<file path="src/rtl/block_data_ctrl_pkg.sv">
// Shared types and helpers for the tile fetch/unpack controller.
// Element (0,0) of a packed tile sits in the most significant WIDTH bits.
package block_data_ctrl_pkg;

  typedef enum logic [2:0] {
    S_IDLE,
    S_REQ,
    S_WAIT,
    S_HOLD,
    S_DONE
  } state_e;

  localparam int WIDTH_DEF = 16;
  localparam int BLK_DEF   = 4;
  localparam int TILE_W    = WIDTH_DEF * BLK_DEF * BLK_DEF;

  // Index width that never collapses to zero bits for single-entry dimensions.
  function automatic int idx_w(input int n);
    return (n > 1) ? $clog2(n) : 1;
  endfunction

  function automatic logic [WIDTH_DEF-1:0] extract(input logic [TILE_W-1:0] tile,
                                                    input int r, input int c);
    return tile[TILE_W-1-WIDTH_DEF*(r*BLK_DEF+c) -: WIDTH_DEF];
  endfunction

endpackage

</file>
<file path="src/rtl/block_data_ctrl_tile_counter.sv">
// Row/column walker over the tile grid; *_d outputs expose the value the
// counters take at the next edge so the fetch address can be registered.
module block_data_ctrl_tile_counter
  import block_data_ctrl_pkg::*;
#(
  parameter int NUM_ROWS      = 4,
  parameter int TILES_PER_ROW = 16,
  localparam int RW = idx_w(NUM_ROWS),
  localparam int CW = idx_w(TILES_PER_ROW)
) (
  input  logic          clk,
  input  logic          rst_n,
  input  logic          clr,
  input  logic          advance,
  output logic [RW-1:0] row_q,
  output logic [CW-1:0] col_q,
  output logic [RW-1:0] row_d,
  output logic [CW-1:0] col_d,
  output logic          row_last,
  output logic          all_last
);

  assign row_last = (col_q == CW'(TILES_PER_ROW - 1));
  assign all_last = row_last && (row_q == RW'(NUM_ROWS - 1));

  always_comb begin
    row_d = row_q;
    col_d = col_q;
    if (clr) begin
      row_d = '0;
      col_d = '0;
    end else if (advance) begin
      if (row_last) begin
        col_d = '0;
        row_d = all_last ? '0 : row_q + RW'(1);
      end else begin
        col_d = col_q + CW'(1);
      end
    end
  end

  always_ff @(posedge clk or negedge rst_n) begin
    if (!rst_n) begin
      row_q <= '0;
      col_q <= '0;
    end else begin
      row_q <= row_d;
      col_q <= col_d;
    end
  end

endmodule

</file>
<file path="src/rtl/block_data_ctrl.sv">
// Tile fetch/unpack controller: one RAM read per tile, holds the tile for the
// MAC until done_accum, then moves on. All outputs are registered.
module block_data_ctrl
  import block_data_ctrl_pkg::*;
#(
  parameter int               WIDTH         = 16,
  parameter int               BLK           = 4,
  parameter int               TILES_PER_ROW = 16,
  parameter int               NUM_ROWS      = 4,
  parameter int               ADDR_W        = 16,
  parameter logic [ADDR_W-1:0] BASE_ADDR    = '0,
  parameter int               RD_LAT        = 1,
  localparam int TW = WIDTH * BLK * BLK,
  localparam int RW = idx_w(NUM_ROWS),
  localparam int CW = idx_w(TILES_PER_ROW)
) (
  input  logic              clk,
  input  logic              rst_n,
  input  logic              start,
  output logic              ram_en,
  output logic [ADDR_W-1:0] ram_addr,
  input  logic [TW-1:0]     ram_data,
  output logic [TW-1:0]     tile_data,
  output logic              tile_valid,
  input  logic              done_accum,
  output logic [RW-1:0]     row_idx,
  output logic [CW-1:0]     col_idx,
  output logic              row_done,
  output logic              done,
  output logic              busy
);

  localparam int WAIT_W = idx_w(RD_LAT);
  localparam int AW1    = ADDR_W + 1;

  state_e            state_q, state_d;
  logic [WAIT_W-1:0] wait_q, wait_d;
  logic              ram_en_q, ram_en_d;
  logic [ADDR_W-1:0] ram_addr_q, ram_addr_d;
  logic [TW-1:0]     tile_q, tile_d;
  logic              tile_valid_q, tile_valid_d;
  logic [RW-1:0]     row_idx_q, row_idx_d;
  logic [CW-1:0]     col_idx_q, col_idx_d;
  logic              row_done_q, row_done_d;
  logic              done_q, done_d;
  logic              busy_q, busy_d;

  logic              cnt_clr, cnt_adv, row_last, all_last;
  logic [RW-1:0]     cnt_row, cnt_row_nxt;
  logic [CW-1:0]     cnt_col, cnt_col_nxt;
  logic [AW1-1:0]    addr_full;

  block_data_ctrl_tile_counter #(
    .NUM_ROWS     (NUM_ROWS),
    .TILES_PER_ROW(TILES_PER_ROW)
  ) u_tile_counter (
    .clk     (clk),
    .rst_n   (rst_n),
    .clr     (cnt_clr),
    .advance (cnt_adv),
    .row_q   (cnt_row),
    .col_q   (cnt_col),
    .row_d   (cnt_row_nxt),
    .col_d   (cnt_col_nxt),
    .row_last(row_last),
    .all_last(all_last)
  );

  // Address of the tile the counters point at after this edge; wraps silently.
  assign addr_full = AW1'(BASE_ADDR) + AW1'(cnt_row_nxt) * AW1'(TILES_PER_ROW)
                   + AW1'(cnt_col_nxt);

  always_comb begin
    state_d    = state_q;
    wait_d     = wait_q;
    tile_d     = tile_q;
    row_idx_d  = row_idx_q;
    col_idx_d  = col_idx_q;
    row_done_d = 1'b0;
    done_d     = 1'b0;
    cnt_clr    = 1'b0;
    cnt_adv    = 1'b0;
    case (state_q)
      S_IDLE: begin
        cnt_clr = 1'b1;
        if (start) state_d = S_REQ;
      end
      S_REQ: begin
        wait_d  = '0;
        state_d = S_WAIT;
      end
      S_WAIT: begin
        if (wait_q == WAIT_W'(RD_LAT - 1)) begin
          tile_d    = ram_data;
          row_idx_d = cnt_row;
          col_idx_d = cnt_col;
          state_d   = S_HOLD;
        end else begin
          wait_d = wait_q + WAIT_W'(1);
        end
      end
      S_HOLD: begin
        if (done_accum) begin
          cnt_adv    = 1'b1;
          row_done_d = row_last;
          done_d     = all_last;
          state_d    = all_last ? S_DONE : S_REQ;
        end
      end
      S_DONE:  state_d = S_IDLE;
      default: state_d = S_IDLE;
    endcase
    ram_en_d     = (state_d == S_REQ);
    ram_addr_d   = ram_en_d ? ADDR_W'(addr_full) : ram_addr_q;
    tile_valid_d = (state_d == S_HOLD);
    busy_d       = (state_d != S_IDLE);
  end

  always_ff @(posedge clk or negedge rst_n) begin
    if (!rst_n) begin
      state_q      <= S_IDLE;
      wait_q       <= '0;
      ram_en_q     <= 1'b0;
      ram_addr_q   <= '0;
      tile_q       <= '0;
      tile_valid_q <= 1'b0;
      row_idx_q    <= '0;
      col_idx_q    <= '0;
      row_done_q   <= 1'b0;
      done_q       <= 1'b0;
      busy_q       <= 1'b0;
    end else begin
      state_q      <= state_d;
      wait_q       <= wait_d;
      ram_en_q     <= ram_en_d;
      ram_addr_q   <= ram_addr_d;
      tile_q       <= tile_d;
      tile_valid_q <= tile_valid_d;
      row_idx_q    <= row_idx_d;
      col_idx_q    <= col_idx_d;
      row_done_q   <= row_done_d;
      done_q       <= done_d;
      busy_q       <= busy_d;
    end
  end

  assign ram_en     = ram_en_q;
  assign ram_addr   = ram_addr_q;
  assign tile_data  = tile_q;
  assign tile_valid = tile_valid_q;
  assign row_idx    = row_idx_q;
  assign col_idx    = col_idx_q;
  assign row_done   = row_done_q;
  assign done       = done_q;
  assign busy       = busy_q;

endmodule

</file>
<file path="config.mk">
export PLATFORM = sky130hd
export DESIGN_NAME = block_data_ctrl
export DESIGN_NICKNAME = d
export VERILOG_FILES = /design/src/rtl/block_data_ctrl_pkg.sv /design/src/rtl/block_data_ctrl_tile_counter.sv /design/src/rtl/block_data_ctrl.sv
export SDC_FILE = /design/constraint.sdc
export NUM_CORES = 1
export LEC_CHECK = 0
export CORE_AREA = 10 10 200 202
export CTS_CLUSTER_SIZE = 16
export DETAILED_ROUTE_END_ITERATION = 7
export DIE_AREA = 0 0 210 212
export GPL_ROUTABILITY_DRIVEN = 0
export PLACE_DENSITY = 0.63
export SLEW_MARGIN = 20
export SYNTH_ARGS = -nofsm -noshare
export SYNTH_HDL_FRONTEND = slang
export SYNTH_HIERARCHICAL = 1
export SYNTH_SLANG_ARGS = --single-unit
</file>
<file path="constraint.sdc">
create_clock -name clk -period 3 [get_ports clk]
set_input_delay 0.3 -clock clk [delete_from_list [all_inputs] [get_ports clk]]
set_output_delay 0.3 -clock clk [all_outputs]
set_load 0.005 [all_outputs]
</file>
After elaboration in Yosys (flattened, before gate mapping)
Index checks and enable logic that the tools add are counted.

Bitwise operators: 1. Add/sub/neg operators: 4. Reductions and logical operators: 5. Eq/ne operators: 7. Muxes and demuxes: 21.

Operator list (count): two-way mux 3 bit (4); two-way mux 4 bit (3); case mux 3 bit (4 select lines) (1); equality test 3 x 2 -> 1 bit, second input constant (3); two-way mux 1 bit (8); two-way mux 2 bit (4); adder 6 x 4 -> 7 bit (1); equality test 3 x 1 -> 1 bit, second input constant (2); adder 4 x 1 -> 4 bit, second input constant (1); equality test 4 bit, second input constant (1); zero test 3 bit (1); nonzero test 3 bit (1); adder 2 x 1 -> 2 bit, second input constant (1); equality test 2 bit, second input constant (1); case mux 1 bit (2 select lines) (1); AND reduction 2 bit (1); nonzero test 2 bit (1); adder 1 bit, second input constant (1); logical AND 1 bit (1); NOT 1 bit (1).

Flip-flop bits (word level): 293. Input port bits: 260. Output and inout port bits: 283.

Longest topological paths before layout
Depth in word-level cells: 7. Mapped depth: 8. Mapped depth without buffers: 6.

Hierarchy
The synthesis kept the hierarchy.

By module, submodules not included: block_data_ctrl (instances 1, sequential area each 6906.6 um^2, area an instance 10427.5 um^2, cells each 606); block_data_ctrl_tile_counter (instances 1, sequential area each 150.1 um^2, area an instance 317.8 um^2, cells each 30).

Least setup slack after synthesis
Ideal clock, no wire load.

Path kind: reg-to-reg. Start: register u_tile_counter.col_q[0]. End: register ram_addr_q[0] (netlist: ram_addr[0]). Arrival time: 1794 ps. Buffers on the path: 0. Data required time: 2875 ps. Path slack: 1081 ps. Setup time: 125 ps. Stages on the path, launching flop included: 7. Path through: dfrtp_1 ha_1 and3_1 and2_1 nand4b_1 a21oi_4 mux2_2.

Cells in the longest elaborated chain, start to end: 6.

RTL lines: from (decl) (RTL line block_data_ctrl_tile_counter.sv:16) `output logic [CW-1:0] col_q,`; from (signal assigned) (RTL line block_data_ctrl_tile_counter.sv:48) `col_q <= col_d;`; equality test 4 bit (RTL line block_data_ctrl_tile_counter.sv:23) `assign row_last = (col_q == CW'(TILES_PER_ROW - 1));`; via row_last (RTL line block_data_ctrl.sv:48) `logic cnt_clr, cnt_adv, row_last, all_last;`; logical AND 1 bit (RTL line block_data_ctrl_tile_counter.sv:24) `assign all_last = row_last && (row_q == RW'(NUM_ROWS - 1));`; via all_last (RTL line block_data_ctrl.sv:48); two-way mux 3 bit (RTL line block_data_ctrl.sv:107) `state_d = all_last ? S_DONE : S_REQ;`; two-way mux 3 bit (RTL line block_data_ctrl.sv:103) `if (done_accum) begin`; case mux 3 bit (4 select lines) (RTL line block_data_ctrl.sv:83) `case (state_q)`; equality test 3 x 1 -> 1 bit (RTL line block_data_ctrl.sv:113) `ram_en_d = (state_d == S_REQ);`; via ram_en_d (RTL line block_data_ctrl.sv:38) `logic ram_en_q, ram_en_d;`; to (signal assigned) (RTL line block_data_ctrl.sv:136) `ram_addr_q <= ram_addr_d;`; to (decl) (RTL line block_data_ctrl.sv:39) `logic [ADDR_W-1:0] ram_addr_q, ram_addr_d;`.

The timed path passes the listed nets, and every way through them passes these cells. A chain may end at the register's enable or synchronous reset.

Worst setup path after layout
Start: register u_tile_counter.col_q[0]. End: register ram_addr_q[5] (netlist: ram_addr[5]).

The elaborated chain is that of the path after synthesis.

==> out/results.ini <==
[run_status]
run_status = finished clean

[detailed_routing]
dr.pass1.iters = 4
drt-wirelength-per-cell_um = 21.27
detail_route.vias_per_cell = 4.424
drt_iter0_drc = 327
wirelength_met1_um = 13330
route.met2.wl_um = 18230
routed-via-count = 7379
route.met3.wl_um = 3305
route.detailed.drc = 0
totalWireLength_um = 35470
uppermost_signal_routing_layer_after_detailed_routing = met4
detail-route-antenna-nets = 0

[critical_path]
startpoint_type = flip-flop
cpLargestDelayFamily = simple AND/OR/NAND/NOR gates
critical_path.endpoint_type = flip-flop
reg2reg_setup_slack_ns = 0.88
timing.reg2reg.worst_path_depth = 6
path_cells = ha_1 -> and3_1 -> and2_1 -> nand4b_1 -> a21oi_4 -> mux2_2
crit_arrival_ns = 2.52
reg2reg_from = u_tile_counter/col_q[0]
crit_required_ns = 3.40
destination_of_the_worst_register_to_register_timing_path = ram_addr[5]
worstSetupPathType = flip-flop to flip-flop
worstPathMaxFanout = 7
critical_path_buf_inv_count = 0
crit_path_top_delay_cell = dfrtp_1
critical-path-max-stage-delay_ns = 0.43

[timing]
finalSetupViolCount = 0
final-max-slew-violation-count = 0
final_period_minus_worst_setup_slack_ns = 2.120
worst_slew_pin_slew_ns = 0.8275
finalCritPeriodShare = 0.7066
relSlewSlack = 0.4483
fin_ws_ns = 0.8802
fin_setup_tns_ns = 0
final_hold_slack_ns = 0.3806
worst_clock_skew_ns = 0.01438
hold_viol = 0
clock.fmax_ghz = 0.4717
rsz0062_at_grt = no

[finish]
layout.cell_area.non_filler_um2 = 17520
design.final.nets = 1443
layout.area.seq_um2 = 7057
syn_to_final_growth_pct = 63.09
multiInputGateArea_um2 = 3356
layout-drive-gt1-share = 0.2519
fill_cells = 3168

[grt]
pin_count_of_the_biggest_net_entering_global_routing = 137
antenna_found_initial = 1
grtUsageTotal = 0.1528
first_global_vias = 7844
globalRoute.totalOverflow = 0
grt_first_pass_wirelength_um = 51960

[clock_tree]
ctsRootBufferMaster = clkbuf_16
cts_hold_buffers = 1
clock_tree.htree_level_count = 2
cts_post_setup_buffers_inserted = 0
worst_setup_hold_path_clk_slew_ns = 0.06
post_cts_resize_count = 0
cts_num_sinks = 282
cts_inserted_buffers = 34
clock_tree_from_tritoncts = built
cts_max_path_buffers = 3
clk-insertion-delay-late_ns = 0.52

[yosys]
yosys_warning_total = 6
post_synth_inst_count = 636
ys_ff_latch = 282
synth.lib_cells_used.distinct = 29
mappedNetlistArea_um2 = 10750
avgSynthCellArea_um2 = 16.90
synth_sequential_area_ratio = 0.6567

[place]
placement.cell_area_um2 = 16450
pre_cts_ws_ns = 0.9149
portBuffers = 532
detailed_place_hpwl_um = 27440

[floorplan]
core.rowCount = 70
starting_density = 0.2978
design.die.area_um2 = 44520
design.portCount = 543
core-area_um2 = 36080
die-height_um = 212
fp.dieW_um = 210

[run]
max_cap_viol_count = 0

[pwr]
vdd.ir_drop.worst_v = 0.0008325
static_power_due_to_leakage_nw = 7.187
total_power_mw = 18.60
power_per_cell_area_nw_per_um2 = 1061

[worst_hold_path]
hold_class = input port to asynchronous set/reset pin

## placed cells by master, fill, tap and decap left out, types with 3 or more instances in the layout
| master | n |
|---|---|
| dfrtp_1 | 282 |
| clkbuf_16 | 37 |
| conb_1 | 10 |
| clkdlybuf4s50_1 | 531 |
| buf_4 | 3 |
| mux2_2 | 242 |
| clkinv_2 | 4 |
| buf_12 | 5 |
| nor3_1 | 3 |
| clkbuf_1 | 9 |
| mux2i_1 | 3 |
| and2_1 | 4 |
| nand2_1 | 4 |
| mux2_1 | 26 |
| nor2_1 | 10 |
## where the power goes
group	total, mW	switching, mW	internal, mW
Clock	3.96	1.54	2.42
Combinational	7.97	2.65	5.32
Sequential	6.67	0.957	5.71
## cells in the mapped netlist (all sizes together)
library cell / count / area share
nor2: 11 / 0.0045
a31oi: 1 / 0.00058
or3b: 1 / 0.0010
xor2: 1 / 0.00082
nand2b: 1 / 0.0013
dfrtp: 282 / 0.66
o21ai: 1 / 0.00047
mux2: 268 / 0.28
mux2i: 3 / 0.0028
nand2: 4 / 0.0014
nand4: 1 / 0.0012
nand4b: 1 / 0.00082
and2: 4 / 0.0023
ha: 2 / 0.0023
and3: 1 / 0.00058
a2bb2oi: 1 / 0.00082
conb: 1 / 0.00035
nor3: 3 / 0.0014
a21oi: 4 / 0.0033
or3: 1 / 0.00058
a41oi: 1 / 0.00082
buf: 41 / 0.034
nand3: 2 / 0.00093
## cells by family after synthesis
| family | share of synthesized area |
|---|---|
| AO/OA/AOI/OAI | 0.005939 |
| flip-flops | 0.6567 |
| adder cells (fa/ha/maj) | 0.002328 |
| buffers and inverters | 0.03412 |
| AND/OR/NAND/NOR | 0.01607 |
| XOR/XNOR | 0.0008152 |
| multiplexers | 0.2837 |
| other | 0.0003490 |
## registers in the layout, indices dropped and copies added, names as in the netlist
signal	cells
busy	1
tile_data	256
done	1
state_q	3
u_tile_counter/row_q	2
col_idx	4
tile_valid	1
ram_addr	6
u_tile_counter/col_q	4
row_idx	2
row_done	1
ram_en	1
## routing by layer
metal	vias up	GRT usage
met3	37	0.06500
met5	-	0
met1	3727	0.1660
met4	0	0.04937
li1	3319	-
met2	296	0.2640
## per-stage QoR
step	util	std cells
after floorplan	-	645
after global placement	0.4559	1612
final	0.4856	1668
after global routing	0.4856	1668
after CTS	0.4856	1667
after detailed placement	0.4559	1612
## worst max path at each step
stage	start	to	slack [ns]	cells after the start
2_1_floorplan	u_tile_counter/col_q[0]	ram_addr[0]	1.08	6
3_3_place_gp	u_tile_counter/col_q[0]	ram_addr[4]	0.96	6
3_5_place_dp	u_tile_counter/col_q[0]	ram_addr[3]	0.91	6
4_1_cts	u_tile_counter/col_q[0]	ram_addr[5]	0.89	6
5_1_grt	u_tile_counter/col_q[0]	ram_addr[2]	0.78	6
6_report	u_tile_counter/col_q[0]	ram_addr[5]	0.88	6
## layout make-up
cell class              count  area share
clock inverters             7    0.004998
multi-input cells         322      0.1915
repair buffers            541      0.3117
clock buffers              47     0.05555
well taps                 468     0.03341
diodes                      1   0.0001428
flip-flops and latches    282      0.4027
(Power assumes the default switching activity.)
